**src/rtl/pid_pkg.sv**
```systemverilog
// ---------------------------------------------------------------------------
// pid_pkg
// Shared widths, output limits and helper types for the balance PID
// controller (pid_angle_control) and its saturator (pid_sat).
//   ANGLE_W  width of the angle/gyro sensor samples
//   OUT_W    width of the control output
//   ERR_W    width of the angle error (setpoint minus measured angle)
//   ACC_W    width of the optional integral accumulator
//   SUM_W    working width of the p/d/i sum; wide enough that it never wraps
// ---------------------------------------------------------------------------
package pid_pkg;

   localparam int ANGLE_W = 9;
   localparam int OUT_W   = 17;
   localparam int ERR_W   = 11;
   localparam int ACC_W   = 16;
   localparam int SUM_W   = 26;

   localparam int OUT_MAX = 65535;
   localparam int OUT_MIN = -65536;

   typedef logic signed [OUT_W-1:0] out_t;
   typedef logic signed [SUM_W-1:0] sum_t;

   // Clamp a full-width sum into the output range instead of letting it wrap.
   function automatic out_t sat_out(input sum_t value);
      out_t result;
      result = value[OUT_W-1:0];
      if (value > SUM_W'(OUT_MAX)) begin
         result = OUT_W'(OUT_MAX);
      end else if (value < SUM_W'(OUT_MIN)) begin
         result = OUT_W'(OUT_MIN);
      end
      return result;
   endfunction

endpackage

```
**src/rtl/pid_sat.sv**
```systemverilog
// ---------------------------------------------------------------------------
// pid_sat
// Combinational signed saturator. Clamps a signed IN_W value to the inclusive
// range [MIN_VAL, MAX_VAL] and returns it as a signed OUT_W value. The limits
// default to the full OUT_W range, but narrower limits are allowed (the
// integral clamp uses +/-I_LIMIT).
// Ports:
//   value    in   IN_W   signed value to clamp
//   clamped  out  OUT_W  signed clamped result
// ---------------------------------------------------------------------------
module pid_sat #(
   parameter int IN_W    = 26,
   parameter int OUT_W   = 17,
   parameter int MAX_VAL = (2 ** (OUT_W - 1)) - 1,
   parameter int MIN_VAL = -(2 ** (OUT_W - 1))
) (
   input  logic signed [IN_W-1:0]  value,
   output logic signed [OUT_W-1:0] clamped
);

   // Limits expressed in the input width so the compares are purely signed.
   localparam logic signed [IN_W-1:0]  MAX_IN  = IN_W'(MAX_VAL);
   localparam logic signed [IN_W-1:0]  MIN_IN  = IN_W'(MIN_VAL);
   localparam logic signed [OUT_W-1:0] MAX_OUT = OUT_W'(MAX_VAL);
   localparam logic signed [OUT_W-1:0] MIN_OUT = OUT_W'(MIN_VAL);

   always_comb begin
      clamped = value[OUT_W-1:0];
      if (value > MAX_IN) begin
         clamped = MAX_OUT;
      end else if (value < MIN_IN) begin
         clamped = MIN_OUT;
      end
   end

endmodule

```
**src/rtl/pid_angle_control.sv**
```systemverilog
// ---------------------------------------------------------------------------
// pid_angle_control
// Closed-loop balance controller. Two-stage pipeline: stage 1 registers the
// measured tilt angle and angular rate; stage 2 computes
//   KP*(TARGET_ANGLE - angle) - KD*gyro (+ KI*acc)
// and registers the result saturated to 17 bits for the motor/PWM stage.
// A new result is produced every cycle with two cycles of latency.
//
// Optional build macro PID_INTEGRAL_EN adds an integral accumulator, clamped
// to +/-I_LIMIT, whose pre-update value feeds the stage-2 sum. Without the
// macro the controller is pure PD and KI/I_LIMIT have no effect.
//
// Ports:
//   Clk           in   1   clock, rising edge
//   Rst           in   1   asynchronous active-high reset
//   CurrentAngle  in   9   signed measured angle
//   CurrentGyro   in   9   signed angular rate
//   ResultOut     out  17  signed saturated control output
// ---------------------------------------------------------------------------
module pid_angle_control
   import pid_pkg::*;
#(
   parameter logic signed [9:0] TARGET_ANGLE = 10'sd90,
   parameter logic [7:0]        KP           = 8'd20,
   parameter logic [7:0]        KD           = 8'd4,
   parameter logic [7:0]        KI           = 8'd1,
   parameter int                I_LIMIT      = 4096
) (
   input  logic               Clk,
   input  logic               Rst,
   input  logic [ANGLE_W-1:0] CurrentAngle,
   input  logic [ANGLE_W-1:0] CurrentGyro,
   output logic [OUT_W-1:0]   ResultOut
);

   // Gains are unsigned; a zero sign bit is prepended before widening so the
   // multiplies stay signed.
   localparam sum_t KP_S = SUM_W'($signed({1'b0, KP}));
   localparam sum_t KD_S = SUM_W'($signed({1'b0, KD}));

   logic signed [ANGLE_W-1:0] ang_q;
   logic signed [ANGLE_W-1:0] gyr_q;
   logic signed [ERR_W-1:0]   err;
   sum_t                      p_term;
   sum_t                      d_term;
   sum_t                      i_term;
   sum_t                      sum;
   out_t                      sum_sat;

   // Stage 1: capture the raw sensor samples.
   always_ff @(posedge Clk or posedge Rst) begin
      if (Rst) begin
         ang_q <= '0;
         gyr_q <= '0;
      end else begin
         ang_q <= $signed(CurrentAngle);
         gyr_q <= $signed(CurrentGyro);
      end
   end

   // Error and P/D products; ERR_W and SUM_W are wide enough that none of
   // these can overflow for any 9-bit input and 8-bit gain.
   assign err    = ERR_W'(TARGET_ANGLE) - ERR_W'(ang_q);
   assign p_term = SUM_W'(err) * KP_S;
   assign d_term = SUM_W'(gyr_q) * KD_S;

`ifdef PID_INTEGRAL_EN
   localparam int   ACC_SUM_W = ACC_W + 1;
   localparam sum_t KI_S      = SUM_W'($signed({1'b0, KI}));

   logic signed [ACC_W-1:0]     acc;
   logic signed [ACC_SUM_W-1:0] acc_sum;
   logic signed [ACC_W-1:0]     acc_next;

   // One extra bit so acc + err cannot wrap before the clamp sees it.
   assign acc_sum = ACC_SUM_W'(acc) + ACC_SUM_W'(err);

   pid_sat #(
      .IN_W   (ACC_SUM_W),
      .OUT_W  (ACC_W),
      .MAX_VAL(I_LIMIT),
      .MIN_VAL(-I_LIMIT)
   ) u_acc_sat (
      .value  (acc_sum),
      .clamped(acc_next)
   );

   // Integrator: updated every cycle with the clamped running sum.
   always_ff @(posedge Clk or posedge Rst) begin
      if (Rst) begin
         acc <= '0;
      end else begin
         acc <= acc_next;
      end
   end

   // The sum uses the accumulator value from before this cycle's update.
   assign i_term = SUM_W'(acc) * KI_S;
`else
   logic unused_cfg;

   assign i_term     = '0;
   assign unused_cfg = ^{KI, I_LIMIT[0]};
`endif

   assign sum = p_term - d_term + i_term;

   pid_sat #(
      .IN_W (SUM_W),
      .OUT_W(OUT_W)
   ) u_out_sat (
      .value  (sum),
      .clamped(sum_sat)
   );

   // Stage 2: register the saturated control output.
   always_ff @(posedge Clk or posedge Rst) begin
      if (Rst) begin
         ResultOut <= '0;
      end else begin
         ResultOut <= sum_sat;
      end
   end

endmodule

```
**config.mk**
```make
export PLATFORM = sky130hd
export DESIGN_NAME = pid_angle_control
export DESIGN_NICKNAME = d
export VERILOG_FILES = /design/src/rtl/pid_pkg.sv /design/src/rtl/pid_sat.sv /design/src/rtl/pid_angle_control.sv
export SDC_FILE = /design/constraint.sdc
export NUM_CORES = 1
export LEC_CHECK = 0
export BUFFER_PORTS_ARGS = -buffer_cell sky130_fd_sc_hd__buf_2
export CAP_MARGIN = 20
export CORE_AREA = 2 2 99 101
export CTS_CLUSTER_DIAMETER = 60
export CTS_CLUSTER_SIZE = 10
export DETAILED_ROUTE_END_ITERATION = 16
export DIE_AREA = 0 0 101 103
export SLEW_MARGIN = 10
export SYNTH_ARGS = -nofsm -noshare
export SYNTH_HDL_FRONTEND = slang
export SYNTH_HIERARCHICAL = 1
export SYNTH_SLANG_ARGS = --single-unit
```
**constraint.sdc**
```tcl
create_clock -name Clk -period 13.5 [get_ports Clk]
set_input_delay 0.675 -clock Clk [delete_from_list [all_inputs] [get_ports Clk]]
set_output_delay 0.675 -clock Clk [all_outputs]
set_load 0.005 [all_outputs]
```
==> out/metrics.csv, run 1 <==
stage,metric,value,unit
cells_and_area,"commonest non-fill, non-tap cell in the layout",buf_2,
global_route,gr ovfl total,0,
place,placed cells,427,
cells_and_area,Final #Nets,372,
synthesis,Mapped Area,2730,um2
floorplan,IO Pins,37,
sta,final setup fails,0,
clock_tree,Num CTS Buffers,5,
sta,Least-Margin Pin Slew,1040,ps
global_route,initial antenna violation count,0,
worst_setup_path,"Largest delay share family, worst path",simple AND/OR/NAND/NOR gates,
place,input/output buffers,36,
detailed_routing,# DRC,0,
clock_tree,clock sink count,35,
cells_and_area,most frequent cells in the layout,"36 x buf_2, 35 x dfrtp_1, 30 x ha_1, 19 x inv_1, 19 x nor2_1",
synthesis,Post-synth EDFFs,0,
synthesis,Mean Syn Cell Area,9.61,um2
floorplan,Die ar.,10400,um2
sta,Fmax,180,MHz
detailed_routing,WL/cell,11.6,um
worst_setup_path,Critical Path Sink Type,flop,
sta,Worst Clk Skew,2.36,ps
place,HPWL after detailed placement,3960,um
place,pre-CTS setup slack,7950,ps
cells_and_area,FILL cells,1009,
place,Area after DPL,3010,um2
floorplan,cell row count,36,
worst_setup_path,slowest CP cell,nor3_2,
worst_setup_path,crit-path cells,ha_1 -> o21a_1 -> a21oi_1 -> o21ai_0 -> xnor2_1 -> ha_1 -> ha_1 -> or4_4 -> a31oi_4 -> xnor2_1 -> ha_1 -> o21a_1 -> nor2_1 -> a21oi_1 -> a31oi_4 -> buf_4 -> nand4_1 -> nor3_2 -> o2bb2ai_1,
sta,Worst Hold Margin,483,ps
status,outcome,"complete, no violations",
synthesis,YS warnings,6,
worst_setup_path,R2R Path End,ResultOut[7]$_DFF_PP0_,
cells_and_area,final core occ,0.329,
worst_hold_path,worst min path class,input pin to async pin,
detailed_routing,Initial DRC Count,73,
floorplan,Die W,101,um
synthesis,Post-Syn Instances,284,
detailed_routing,number of vias per cell,4.79,
worst_setup_path,Crit path top cell by count,ha_1,
power,pwr dens,146,nW/um2
clock_tree,TritonCTS clock tree,done,
clock_tree,Post-CTS Repair Setup Buffers,0,
sta,Tcrit/Tclk final,0.411,
synthesis,"Top FF cell, synth",dfrtp_1,
synthesis,Synth async-reset ratio,1.00,
clock_tree,H-tree Lvls,2,
cells_and_area,Inserted Diodes,0,
place,placer congestion estimate,0.726,
power,Power Total,0.456,mW
cells_and_area,share of layout cells above drive strength 1,0.199,
clock_tree,clk_lat worst skew,280,ps
flow_run,max cap viols,0,
clock_tree,clock tree buffer depth,2,
worst_setup_path,critical path class,flop to flop,
synthesis,sequential share of the synthesized area,0.321,
sta,max-slew violation count,0,
worst_setup_path,reg2reg setup slack,7950,ps
floorplan,core area,9460,um2
power,leakage power,1.33,nW
global_route,GRT Overall Usage,0.104,
clock_tree,"Hold-fix buffers, CTS",0,
clock_tree,clk root buf,clkbuf_8,
worst_setup_path,Worst Reg-to-Reg Cells,19,
power,worst vdd ir,0.0448,mV
global_route,number of global-route vias before repair,1989,
clock_tree,post-cts sizing count,0,
floorplan,die height,103,um
synthesis,post-synthesis cell type count,44,
detailed_routing,Antenna Violating Nets Remaining,0,
worst_setup_path,RR Startpoint,ang_q[0]$_DFF_PP0_,
worst_setup_path,"Buf+Inv Stages, Crit Path",1,
sta,min Tclk post-route,5550,ps
worst_setup_path,CP peak stage delay,860,ps
cells_and_area,design area,3110,um2
sta,Final WS setup,7950,ps
detailed_routing,via count,2084,
clock_tree,Worst-path clk slew,70,ps
worst_setup_path,CP Launch Type,flop,
sta,final hold viol count,0,
synthesis,Yosys reg bits,35,
cells_and_area,fin cells,435,
global_route,largest net degree at the start of global routing,81,
detailed_routing,WL final,5060,um
sta,setup TNS,0,ps
cells_and_area,P&R area growth vs syn,14.1,%
worst_setup_path,Worst EP required,13700,ps
worst_setup_path,"Arr. time, crit path",5750,ps
global_route,first-pass GRT wire length,8870,um
floorplan,Initial Utilization,0.288,
detailed_routing,First-pass DRT Iterations,4,
sta,unrepaired setup endpoints after global routing,false,
worst_setup_path,maximum fanout along the worst path,80,
sta,Slew Limit Headroom,0.301,
[worst reg2reg max path: stages, from the launching register on]
cell and delay, ps:
dfrtp_1 410, ha_1 230, o21a_1 200, a21oi_1 230, o21ai_0 150, xnor2_1 220
ha_1 270, ha_1 260, or4_4 580, a31oi_4 170, xnor2_1 130, ha_1 310
o21a_1 190, nor2_1 100, a21oi_1 100, a31oi_4 190, buf_4 460, nand4_1 200
nor3_2 860, o2bb2ai_1 200
[worst max-delay path by stage]
stage / slack (ps) / depth (start not counted) / from / end
3_5_place_dp: 7950 / 19 / ang_q[0]$_DFF_PP0_ / ResultOut[7]$_DFF_PP0_
2_1_floorplan: 8010 / 18 / ang_q[0]$_DFF_PP0_ / ResultOut[10]$_DFF_PP0_
5_1_grt: 7470 / 19 / ang_q[0]$_DFF_PP0_ / ResultOut[11]$_DFF_PP0_
4_1_cts: 7920 / 19 / ang_q[0]$_DFF_PP0_ / ResultOut[7]$_DFF_PP0_
3_3_place_gp: 8070 / 19 / ang_q[0]$_DFF_PP0_ / ResultOut[11]$_DFF_PP0_
6_report: 7950 / 19 / ang_q[0]$_DFF_PP0_ / ResultOut[7]$_DFF_PP0_
[flip-flops by register name, indices dropped and copies added (netlist names)]
signal     count
ResultOut     17
ang_q          9
gyr_q          9
[power breakdown]
part | total (mW) | switching, mW | internal, mW
Sequential | 0.127 | 0.00486 | 0.122
Clock | 0.0820 | 0.0355 | 0.0466
Combinational | 0.247 | 0.146 | 0.101
[layer usage]
metal,vias up,share of wire,GRT usage
met5,-,0,0
met3,2,0.042,0.0251
met4,0,0.0047,0.0187
met1,932,0.50,0.141
li1,1116,-,-
met2,34,0.45,0.172
[cell type report]
type / instances / area [um2] / share of cell area
Multi-Input combinational cell: 221 / 1730 / 0.555
Sequential cell: 35 / 876 / 0.281
Timing Repair Buffer: 38 / 195 / 0.0627
Tap cell: 114 / 143 / 0.0458
Clock buffer: 8 / 100 / 0.0321
Inverter: 19 / 71.3 / 0.0229
[synth_stat cells, types with 10 or more instances]
library cell | n | area (um2)
a21oi_1 | 13 | 65.1
dfrtp_1 | 35 | 876
ha_1 | 30 | 375
inv_1 | 19 | 71.3
nor2_1 | 19 | 71.3
nor3_2 | 11 | 110
o21ai_0 | 16 | 80.1
o2bb2ai_1 | 16 | 140
or4_1 | 16 | 120
xnor2_1 | 15 | 131
xor2_1 | 10 | 87.6
[logic make-up (layout without fill, tap and decap cells)]
| logic type | count (synthesis) | after routing | share of synthesized area |
|---|---|---|---|
| AOI/OAI and AO/OA | 80 | 80 | 0.210 |
| other | 1 | 4 | 0.00137 |
| buffers and inverters | 31 | 65 | 0.0550 |
| adders and majority gates | 32 | 32 | 0.152 |
| xor gates and xnor gates | 25 | 25 | 0.0802 |
| and+or+nand+nor | 80 | 80 | 0.180 |
| DFF | 35 | 35 | 0.321 |
No activity file was read; power rests on OpenSTA's default activity.
==> inputs of run 2 (changes only) <==
Clock period 13.5 ns to 5.63 ns, I/O delays scaled along.
==> run 2 against run 1 <==
Effect of this change: die area unchanged; sequential share of layout area fell by 0.20 points; non-clock buffer count up 3; clock power is 140% higher; wire length fell by 1.3%; clock skew rose by 4.0 ps; flip-flop and latch count unchanged; global-route usage hardly changed; sequential power increased by 140%; register-to-register slack got worse by 7400 ps; critical path type unchanged; largest power group unchanged; highest routed layer unchanged.
==> out/metrics.csv, run 2 (synthesis results as in run 1) <==
stage,metric,value,unit,change
status,outcome,"complete, no violations",,unchanged
place,Area after DPL,3040,um2,was 3010 um2
worst_hold_path,worst min path class,input pin to async pin,,unchanged
worst_setup_path,"Largest delay share family, worst path",compound AO/OA/AOI/OAI gates,,was simple AND/OR/NAND/NOR gates
sta,max-slew violation count,0,,unchanged
clock_tree,post-cts sizing count,0,,unchanged
floorplan,Initial Utilization,0.288,,unchanged
global_route,number of global-route vias before repair,1933,,was 1989
sta,unrepaired setup endpoints after global routing,false,,unchanged
cells_and_area,share of layout cells above drive strength 1,0.207,,was 0.199
cells_and_area,Inserted Diodes,0,,unchanged
detailed_routing,First-pass DRT Iterations,6,,was 4
power,combinational power share,0.542,,about the same
worst_setup_path,"Buf+Inv Stages, Crit Path",1,,unchanged
global_route,GRT Overall Usage,0.104,,about the same
sta,Slew Limit Headroom,0.650,,was 0.301
worst_setup_path,Crit path top cell by count,ha_1,,unchanged
power,switching share of power,0.408,,was 0.409
cells_and_area,design area,3140,um2,was 3110 um2
clock_tree,clock sink count,35,,unchanged
power,Reg power frac,0.276,,was 0.278
sta,Worst Clk Skew,6.34,ps,was 2.36 ps
power,cell internal pwr,0.651,mW,was 0.269 mW
power,Clock Power Share,0.182,,was 0.180
worst_setup_path,slowest CP cell,or4_1,,was nor3_2
detailed_routing,Antenna Violating Nets Remaining,0,,unchanged
cells_and_area,P&R area growth vs syn,14.9,%,was 14.1%
cells_and_area,most frequent cells in the layout,"36 x buf_2, 35 x dfrtp_1, 30 x ha_1, 19 x inv_1, 19 x nor2_1",,unchanged
clock_tree,clk_lat worst skew,290,ps,was 280 ps
sta,Fmax,197,MHz,was 180 MHz
power,worst vdd ir,0.137,mV,was 0.0448 mV
global_route,initial antenna violation count,0,,unchanged
clock_tree,H-tree Lvls,2,,unchanged
worst_setup_path,CP Launch Type,flop,,unchanged
worst_setup_path,CP peak stage delay,530,ps,was 860 ps
floorplan,die height,103,um,unchanged
global_route,gr ovfl total,0,,unchanged
worst_setup_path,Worst EP required,5790,ps,was 13700 ps
floorplan,cell row count,36,,unchanged
clock_tree,Num CTS Buffers,5,,unchanged
worst_setup_path,"Arr. time, crit path",5230,ps,was 5750 ps
clock_tree,Worst-path clk slew,70,ps,about the same
clock_tree,TritonCTS clock tree,done,,unchanged
detailed_routing,Initial DRC Count,76,,was 73
detailed_routing,# DRC,0,,unchanged
worst_setup_path,crit-path cells,ha_1 -> o21a_1 -> xnor2_1 -> ha_1 -> fa_1 -> a211oi_1 -> nor2_1 -> o31a_1 -> o31ai_1 -> xnor2_1 -> ha_1 -> o21a_1 -> nor2_1 -> a21oi_1 -> a31oi_4 -> buf_4 -> or4_1 -> nor3_1 -> o2bb2ai_1,,was ha_1 -> o21a_1 -> a21oi_1 -> o21ai_0 -> xnor2_1 -> ha_1 -> ha_1 -> or4_4 -> a31oi_4 -> xnor2_1 -> ha_1 -> o21a_1 -> nor2_1 -> a21oi_1 -> a31oi_4 -> buf_4 -> nand4_1 -> nor3_2 -> o2bb2ai_1
power,pwr dens,350,nW/um2,was 146 nW/um2
global_route,largest net degree at the start of global routing,37,,was 81
sta,final setup fails,0,,unchanged
floorplan,Die ar.,10400,um2,unchanged
cells_and_area,Largest regs,"ResultOut (17), ang_q (9), gyr_q (9)",,unchanged
place,input/output buffers,36,,unchanged
worst_setup_path,maximum fanout along the worst path,36,,was 80
worst_setup_path,Critical Path Sink Type,flop,,unchanged
place,placer congestion estimate,0.768,,was 0.726
floorplan,IO Pins,37,,unchanged
clock_tree,"Hold-fix buffers, CTS",0,,unchanged
detailed_routing,number of vias per cell,4.77,,was 4.79
clock_tree,clock tree buffer depth,2,,unchanged
worst_setup_path,critical path class,flop to flop,,unchanged
detailed_routing,via count,2091,,was 2084
power,sw power,0.448,mW,was 0.186 mW
detailed_routing,WL/cell,11.4,um,was 11.6 um
sta,setup TNS,0,ps,unchanged
place,HPWL after detailed placement,3980,um,was 3960 um
floorplan,Die W,101,um,unchanged
floorplan,core area,9460,um2,unchanged
clock_tree,Post-CTS Repair Setup Buffers,0,,unchanged
detailed_routing,WL final,5000,um,was 5060 um
sta,final hold viol count,0,,unchanged
cells_and_area,Top reg by flops,ResultOut,,unchanged
clock_tree,clk root buf,clkbuf_8,,unchanged
cells_and_area,max reg flops,17,,unchanged
cells_and_area,"commonest non-fill, non-tap cell in the layout",buf_2,,unchanged
sta,min Tclk post-route,5080,ps,was 5550 ps
sta,Tcrit/Tclk final,0.902,,was 0.411
power,leakage power,1.35,nW,was 1.33 nW
flow_run,max cap viols,0,,unchanged
global_route,first-pass GRT wire length,8650,um,was 8870 um
sta,Least-Margin Pin Slew,512,ps,was 1040 ps
cells_and_area,Final #Nets,375,,was 372
-- run 2: worst reg2reg max path: stages, from the launching register on --
cell       delay, ps
dfrtp_1          410
ha_1             230
o21a_1           200
xnor2_1          230
ha_1             310
fa_1             480
a211oi_1         220
nor2_1           110
o31a_1           290
o31ai_1          250
xnor2_1          110
ha_1             350
o21a_1           150
nor2_1            40
a21oi_1          290
a31oi_4          230
buf_4            270
or4_1            540
nor3_1           140
o2bb2ai_1        110
-- run 2: final timing paths --
| path | start | to | slack (ps) | cells past startpoint |
|---|---|---|---|---|
| worst min-delay path | Rst | ang_q[5]$_DFF_PP0_ | 80 | 3 |
| worst max register to register | ang_q[0]$_DFF_PP0_ | ResultOut[5]$_DFF_PP0_ | 550 | 19 |
| worst min register to register | gyr_q[0]$_DFF_PP0_ | ResultOut[2]$_DFF_PP0_ | 650 | 3 |
| max in group asynchronous | Rst | ResultOut[3]$_DFF_PP0_ | 5230 | 3 |
| min in group Clk | CurrentGyro[5] | gyr_q[5]$_DFF_PP0_ | 100 | 1 |
| worst max-delay path | ang_q[0]$_DFF_PP0_ | ResultOut[5]$_DFF_PP0_ | 550 | 19 |
-- run 2: stage by stage --
step / utilization / worst slack (ps) / std cells / hold WS, ps / power, mW
2_1_floorplan: - / 142 / 287 / 313 / 0.779
3_3_place_gp: 0.321 / 636 / 430 / 389 / 0.898
3_5_place_dp: 0.321 / 543 / 430 / 391 / 0.909
4_1_cts: 0.332 / 531 / 438 / 82.8 / 1.12
5_1_grt: 0.332 / 108 / 438 / 82.4 / 1.21
6_report: 0.332 / 553 / 438 / 77.4 / 1.10
-- run 2: area by class of cell --
type / count / area (um2)
well taps: 114 / 143
inverters: 19 / 71.3
repair buffers: 41 / 218
clock buffers: 8 / 100
fillers: 987 / 6320
multi-input cells: 221 / 1730
flip-flops and latches: 35 / 876
-- run 2: power by group through the flow --
stage                     clock [mW]  sequential, mW  combinational, mW
final                          0.200           0.304              0.596
after global routing           0.221           0.308              0.685
after CTS                      0.210           0.305              0.602
after detailed placement           0           0.310              0.599
after global placement             0           0.310              0.589
after floorplan                    0           0.315              0.464
-- run 2: layer usage --
| layer | wire length (um) | share of wire | global-route usage | vias up |
|---|---|---|---|---|
| met1 | 2440 | 0.49 | 0.140 | 912 |
| met3 | 255 | 0.051 | 0.0258 | 9 |
| li1 | - | - | - | 1131 |
| met2 | 2230 | 0.45 | 0.167 | 39 |
| met5 | 0 | 0 | 0 | - |
| met4 | 68 | 0.014 | 0.0301 | 0 |
